## src/rtl/arbiter_wrr_lock.sv

```systemverilog
// rtl/arbiter_wrr_lock.sv - weighted round-robin arbiter with per-grant transaction locking
// A granted port keeps the resource for up to weight[i] whole transactions, then rotates downward.
module arbiter_wrr_lock #(
    parameter int NUM_PORTS = 4,
    parameter int WEIGHT_W  = 4,
    localparam int IDX_W    = $clog2(NUM_PORTS)
) (
    input  logic                          clk,
    input  logic                          rst,
    input  logic [NUM_PORTS-1:0]          request,
    input  logic [NUM_PORTS-1:0]          last,
    input  logic [NUM_PORTS*WEIGHT_W-1:0] weights,
    input  logic                          ready,
    output logic [NUM_PORTS-1:0]          grant,
    output logic [IDX_W-1:0]              grant_idx,
    output logic                          active,
    output logic                          beat
);

    typedef enum logic {
        IDLE  = 1'b0,
        GRANT = 1'b1
    } state_t;

    state_t               state;
    state_t               state_nxt;
    logic [NUM_PORTS-1:0] grant_nxt;
    logic [IDX_W-1:0]     idx_nxt;
    logic [IDX_W-1:0]     ptr;
    logic [IDX_W-1:0]     ptr_nxt;
    logic [WEIGHT_W-1:0]  credit;
    logic [WEIGHT_W-1:0]  credit_nxt;
    logic                 in_txn;
    logic                 in_txn_nxt;
    logic [IDX_W-1:0]     scan_idx;
    logic                 scan_found;
    logic                 release_now;
    logic                 cur_req;
    logic                 cur_last;
    logic [WEIGHT_W-1:0]  weight_arr [NUM_PORTS];
    logic [WEIGHT_W-1:0]  scan_weight;

    // (base - step) mod NUM_PORTS, valid for any port count, not only powers of two
    function automatic logic [IDX_W-1:0] wrap_down(input logic [IDX_W-1:0] base, input int step);
        int t;
        t = (int'(base) - step + NUM_PORTS) % NUM_PORTS;
        return t[IDX_W-1:0];
    endfunction

    for (genvar gi = 0; gi < NUM_PORTS; gi++) begin : g_weight
        assign weight_arr[gi] = weights[gi*WEIGHT_W +: WEIGHT_W];
    end

    assign active   = |grant;
    assign cur_req  = request[grant_idx];
    assign cur_last = last[grant_idx];
    assign beat     = active & cur_req & ready;

    // Downward priority scan starting at ptr; the first hit wins.
    always_comb begin
        scan_found = 1'b0;
        scan_idx   = '0;
        for (int i = 0; i < NUM_PORTS; i++) begin
            if (!scan_found && request[wrap_down(ptr, i)]) begin
                scan_found = 1'b1;
                scan_idx   = wrap_down(ptr, i);
            end
        end
    end

    assign scan_weight = weight_arr[scan_idx];

    always_comb begin
        state_nxt   = state;
        grant_nxt   = grant;
        idx_nxt     = grant_idx;
        ptr_nxt     = ptr;
        credit_nxt  = credit;
        in_txn_nxt  = in_txn;
        release_now = 1'b0;

        case (state)
            IDLE: begin
                if (scan_found) begin
                    state_nxt            = GRANT;
                    grant_nxt            = '0;
                    grant_nxt[scan_idx]  = 1'b1;
                    idx_nxt              = scan_idx;
                    credit_nxt           = (scan_weight == '0) ? WEIGHT_W'(1) : scan_weight;
                    in_txn_nxt           = 1'b0;
                end
            end
            GRANT: begin
                if (beat) begin
                    if (cur_last) begin
                        in_txn_nxt = 1'b0;
                        credit_nxt = credit - WEIGHT_W'(1);
                        if (credit == WEIGHT_W'(1)) begin
                            release_now = 1'b1;
                        end
                    end else begin
                        in_txn_nxt = 1'b1;
                    end
                end else if (!cur_req && !in_txn) begin
                    release_now = 1'b1;
                end
                // A request dropped mid-transaction matches neither branch: the lock holds.
                if (release_now) begin
                    state_nxt  = IDLE;
                    grant_nxt  = '0;
                    in_txn_nxt = 1'b0;
                    ptr_nxt    = wrap_down(grant_idx, 1);
                end
            end
            default: begin
                state_nxt = IDLE;
                grant_nxt = '0;
            end
        endcase
    end

    always_ff @(posedge clk) begin
        if (rst) begin
            state     <= IDLE;
            grant     <= '0;
            grant_idx <= '0;
            ptr       <= IDX_W'(NUM_PORTS - 1);
            credit    <= '0;
            in_txn    <= 1'b0;
        end else begin
            state     <= state_nxt;
            grant     <= grant_nxt;
            grant_idx <= idx_nxt;
            ptr       <= ptr_nxt;
            credit    <= credit_nxt;
            in_txn    <= in_txn_nxt;
        end
    end

    grant_onehot_a: assert property (@(posedge clk) disable iff (rst) $onehot0(grant));
    credit_live_a:  assert property (@(posedge clk) disable iff (rst) active |-> (credit != '0));

endmodule

```

## config.mk

```make
export PLATFORM = sky130hd
export DESIGN_NAME = arbiter_wrr_lock
export DESIGN_NICKNAME = d
export VERILOG_FILES = /design/src/rtl/arbiter_wrr_lock.sv
export SDC_FILE = /design/constraint.sdc
export NUM_CORES = 1
export LEC_CHECK = 0
export CAP_MARGIN = 0
export CORE_MARGIN = 3
export CORE_UTILIZATION = 45
export DETAILED_ROUTE_END_ITERATION = 16
export GPL_ROUTABILITY_DRIVEN = 0
export PLACE_DENSITY = 0.82
export REMOVE_ABC_BUFFERS = 1
export SYNTH_ARGS = -nofsm -noshare
export SYNTH_HDL_FRONTEND = slang
export SYNTH_SLANG_ARGS = --single-unit
export TNS_END_PERCENT = 10
```

## constraint.sdc

```tcl
create_clock -name clk -period 5.8 [get_ports clk]
set_clock_uncertainty 0.15 [all_clocks]
set_input_delay 1.16 -clock clk [delete_from_list [all_inputs] [get_ports clk]]
set_output_delay 1.16 -clock clk [all_outputs]
set_load 0.02 [all_outputs]
```

* After elaboration in Yosys (flattened, before gate mapping)
Index checks and enable logic that the tools add are counted. Widths: inputs -> output; s select.
Storage, ports and cells: output and inout bits 8, word-level logic and storage cells 97, register bits after elaboration 14
Cells by class: reduce and logical (&&, ||, !) cells 17, equal/unequal tests 6, order comparisons 8, add/subtract/negate cells 10, mux-type cells 46, bitwise logic cells 4
Operators with widths (number):
- $mux 4 | 8
- $mux 1 | 22
- $lt 2x3->1 const B | 6
- $pmux 4 s2 | 2
- $bmux 1 s2 | 6
- $add 2x1->2 const B | 5
- $bmux 4 s2 | 1
- $mux 2 | 4
- $reduce_and 2->1 | 4
- $logic_and 1x1->1 | 5
- $logic_not 1->1 | 5
- $eq 4x1->1 const B | 1
- $logic_not 4->1 | 1
- $ne 2x1->1 const B | 2
- $ne 2x2->1 const B | 2
- $pmux 1 s2 | 2
- $reduce_or 4->1 | 1
- $sub 2x1->2 const B | 2
- $sub 2x2->2 const B | 2
- $sub 4x1->4 const B | 1
- $ge 3x3->1 const B | 1
- $ne 3x2->1 const B | 1
- $not 2->3 | 1
- $reduce_and 3->1 | 1
- other kinds (4) | 5

* Logic depth before layout (Yosys ltp)
depth in word-level cells 21, depth in mapped cells 8, depth with buffers taken out 8

* Worst setup path before layout
Ideal clock, no wire load.
kind input to output, from in request[3], to out beat, required time 4.490 ns, path slack 2.678 ns, stages on the path 2, path buffers 0, arrival 1.812 ns, cells stage by stage mux4_2 > and2_4
On the way: word-level cells in the longest chain between the ends 4
RTL lines:
- from (decl) | RTL line 10 | input logic [NUM_PORTS-1:0] request,
- $bmux 1 s2 | RTL line 55 | assign cur_req = request[grant_idx];
- $mux 1 (implied by the code) | RTL line 55
- $and 1x1->1 (2 in a row) | RTL line 57 | assign beat = active & cur_req & ready;
- to (decl) | RTL line 17 | output logic beat
Every way passes these cells. The select of a mux whose other input is x is not followed.

* Final worst setup path
from in request[0], to out beat
Same word-level chain as after synthesis.

==> PnR_summary.wiki <==
{| class="wikitable"
! Metric !! Value
|-
| Commonest cells after routing, fill and taps aside || clkdlybuf4s50_1, dfxtp_1, a21oi_1
|-
| CP arrival || 2.92 ns
|-
| Critical path cell sequence || clkdlybuf4s50_1 > mux4_2 > and2_4 > clkdlybuf4s50_1
|-
| Most common cell after layout, fill and taps aside || clkdlybuf4s50_1
|-
| Pin count of the biggest net entering global routing || 14
|-
| Part of the power in registers || 37.6%
|-
| Worst setup path startpoint || request[0]
|-
| Post-layout instance count excluding filler cells || 173
|-
| Detail Placement HPWL || 1940 um
|-
| Combinational share of power || 40.3%
|-
| Horizontal die dimension || 52.5 um
|-
| Core area || 0.00200 sq mm
|-
| Final-report max-slew violation count || 0
|-
| Number of design-rule violations left by the first detailed-router iteration || 34
|-
| CTS Hold Buffers Added || 0
|-
| Max clock buf depth || 2
|-
| Total clock buffers created by CTS || 3
|-
| Critical path's slowest cell || mux4_2
|-
| Cell with the most instances on the worst path || clkdlybuf4s50_1
|-
| Pin slew with the least headroom to its limit || 0.773 ns
|-
| RSZ-0062 raised after global routing || no
|-
| Total wire length after detailed routing || 2470 um
|-
| Required time at the endpoint of the critical path || 4.49 ns
|-
| Post-route total power || 324 uW
|-
| Run status || complete, no violations
|-
| Worst IR Drop VDD || 0.159 mV
|-
| Number of cells in the design after placement || 169
|-
| Fraction of layout cells with a size suffix above 1 || 10.3%
|-
| Startpoint of the most critical register-to-register path || ptr[1]
|-
| Antenna Violating Nets Remaining || 0
|-
| Met2 Use GR || 32.9%
|-
| Switch share || 34.0%
|-
| Clock period minus worst slack || 4.23 ns
|-
| Type of the tightest min-delay check || flop to flop
|-
| Leakage Power || 0.000539 uW
|-
| Cell area after technology mapping || 975 sq um
|-
| Antenna diode instance count || 0
|-
| Utilization after layout || 68.1%
|-
| Kind of critical path || input port to output pin
|-
| Flops & latches, synth || 14
|-
| Clock-pin slew reported for the worst setup and hold paths after clock tree synthesis || 0.09 ns
|-
| Total number of vias || 992
|-
| Average footprint of a synthesized cell || 8.70 sq um
|-
| Hold Path Origin || credit[1]
|-
| Number of cell rows || 16
|-
| Post-CTS Setup Repair Bufs || 0
|-
| Overall routing resource usage || 19.0%
|-
| Die extent in y || 52.5 um
|-
| Detailed Routing Iterations Pass 1 || 4
|-
| Ratio of final minimum period to clock period || 72.9%
|-
| Endpoint of the worst register-to-register path || credit[0]
|-
| Biggest cell delay along the critical path || 0.53 ns
|-
| Cell area power density || 238 mW/mm^2
|-
| Initial cell density of the core || 48.7%
|-
| Kind of capture point of the worst setup path || output pin
|-
| Number of clock sinks seen by CTS || 14
|-
| Worst-skew pair later-pin latency || 0.29 ns
|-
| Number of global-route vias before repair || 927
|-
| Clock root buffer || clkbuf_4
|-
| Yosys synthesis warning count || 0
|-
| Flop-to-flop setup slack || 3.46 ns
|-
| Critical path fanouts, max || 7
|-
| Clock tree from TritonCTS || done
|-
| Most crowded layer after global routing || met2
|-
| Met3 global-route usage || 3.99%
|-
| Library cells used by synthesis || 41
|-
| Final WS setup || 1.57 ns
|-
| Fraction of met1 tracks used by global routing || 23.2%
|-
| Level count of the clock H-tree || 1
|-
| Post-Synthesis Cells || 112
|-
| Max capacitance violation total || 0
|-
| CTS-repair resized insts || 0
|-
| Worst hold path stage count || 2
|-
| Global-route wire length before repair || 3980 um
|-
| Final-report hold violation count || 0
|-
| Wire length per cell || 14.3 um
|-
| Endpoint with the worst hold slack || credit[1]
|-
| Net switching component of the power || 110 uW
|-
| Buffering stage count on the worst path with inverters included || 2
|-
| Number of buffer cells added on primary ports || 34
|-
| Via-to-Cell Ratio || 5.73
|-
| Clk network pwr share || 22.0%
|-
| Overflow left after global routing || 0
|-
| Fraction of the yosys area taken by sequential cells || 28.8%
|-
| Post-placement worst setup slack || 1.58 ns
|-
| Maximum frequency from static timing analysis || 0.237 GHz
|-
| Count of final setup violators || 0
|-
| Worst Reg2Reg Path Length in Cells || 7
|-
| DIE AREA || 0.00276 sq mm
|-
| Power Internal || 214 uW
|-
| DRC violation count after routing || 0
|-
| Worst slew margin || 48.5%
|-
| Boundary pin count || 35
|-
| Area grow syn2layout || 39.8%
|-
| CP top delay family || buffers and inverters
|-
| Setup tns final || 0 ns
|-
| Layout net count || 176
|-
| Initial antenna violation count || 0
|-
| Count of fill cells added during filler insertion || 168
|-
| Critical path startpoint category || input port
|}
worst max-delay path by stage:
| stage | endpoint | slack (ns) | cells after the start |
|---|---|---|---|
| after global placement | beat | 1.62 | 4 |
| after global routing | beat | 1.51 | 4 |
| after floorplan | beat | 2.68 | 2 |
| final | beat | 1.57 | 4 |
| after detailed placement | beat | 1.58 | 4 |
| after CTS | beat | 1.58 | 4 |
layout make-up:
| cell class | count | area [sq um] | share of cell area (%) |
|---|---|---|---|
| inverters | 5 | 18.8 | 1.38 |
| clock buffers | 4 | 36.3 | 2.66 |
| multi-input cells | 89 | 653 | 47.9 |
| flip-flops and latches | 14 | 280 | 20.6 |
| well taps | 27 | 33.8 | 2.48 |
| repair buffers | 34 | 340 | 25.0 |
worst reg2reg max path, stage by stage, from the launching register on:
cell	delay [ns]
dfxtp_1	0.38
a21oi_1	0.15
o21ai_1	0.08
a21oi_2	0.61
mux2i_1	0.28
mux2_2	0.19
nand4bb_1	0.14
a221oi_2	0.26
cell families after synthesis:
group	count (synthesis)	share of synthesized area [%]
compound gates	32	21.6
flops	14	28.8
mux	15	18.6
fa+ha+maj	2	2.57
xor+xnor	1	0.899
simple gates	39	23.4
buf+inv	9	4.24
per-stage QoR:
step,instance area [sq um],hold WS (ns)
after global routing,1360,0.369
after global placement,1330,0.312
after floorplan,952,0.289
after detailed placement,1330,0.329
after CTS,1360,0.342
final,1360,0.337
flip-flops by register name, summed over array words and instances, names as in the netlist:
name and flops:
grant_idx 2, grant 4, credit 4, state 1, in_txn 1, ptr 2
layer usage:
metal / wire length (um) / vias to the layer above
met3: 157 / 8
met1: 1010 / 463
met2: 1270 / 38
li1: - / 483
met4: 35 / 0
met5: 0 / -
synth_stat cells:
master,n,share of area (%)
dfxtp_1,14,29
a21oi_1,13,6.7
nor2_1,12,4.6
mux2i_1,11,11
inv_1,5,1.9
nand2_1,5,1.9
nor3_1,4,2.1
o21ai_0,4,2.1
clkbuf_1,3,1.2
nand2b_1,3,1.9
o21ai_1,3,1.5
a211o_1,2,1.8
and2_4,2,1.8
ha_1,2,2.6
nor4_1,2,1.3
o21a_1,2,1.5
a21oi_2,1,0.90
a221oi_2,1,1.5
a22oi_1,1,0.77
a31oi_1,1,0.64
and3_4,1,1.2
buf_6,1,1.2
mux2_1,1,1.2
mux2_2,1,1.2
mux4_1,1,2.7
mux4_2,1,2.3
nand2_2,1,0.64
nand3_1,1,0.51
nand4_1,1,0.64
nand4bb_1,1,1.2
nor2_4,1,1.2
nor2b_1,1,0.64
nor3_4,1,1.7
nor3b_1,1,0.77
o22ai_1,1,0.64
o22ai_2,1,1.3
o32a_1,1,1.0
o41a_1,1,1.2
or2_0,1,0.64
or4_1,1,0.77
xor2_1,1,0.90
power groups by stage:
stage                     Combinational, uW  Sequential [uW]  Clock (uW)
after detailed placement                130              124           0
after floorplan                        77.8              126           0
final                                   131              122        71.5
after CTS                               131              122        72.5
after global routing                    143              124        78.0
after global placement                  127              124           0
Note: power is estimated with default switching activity, not from simulation.
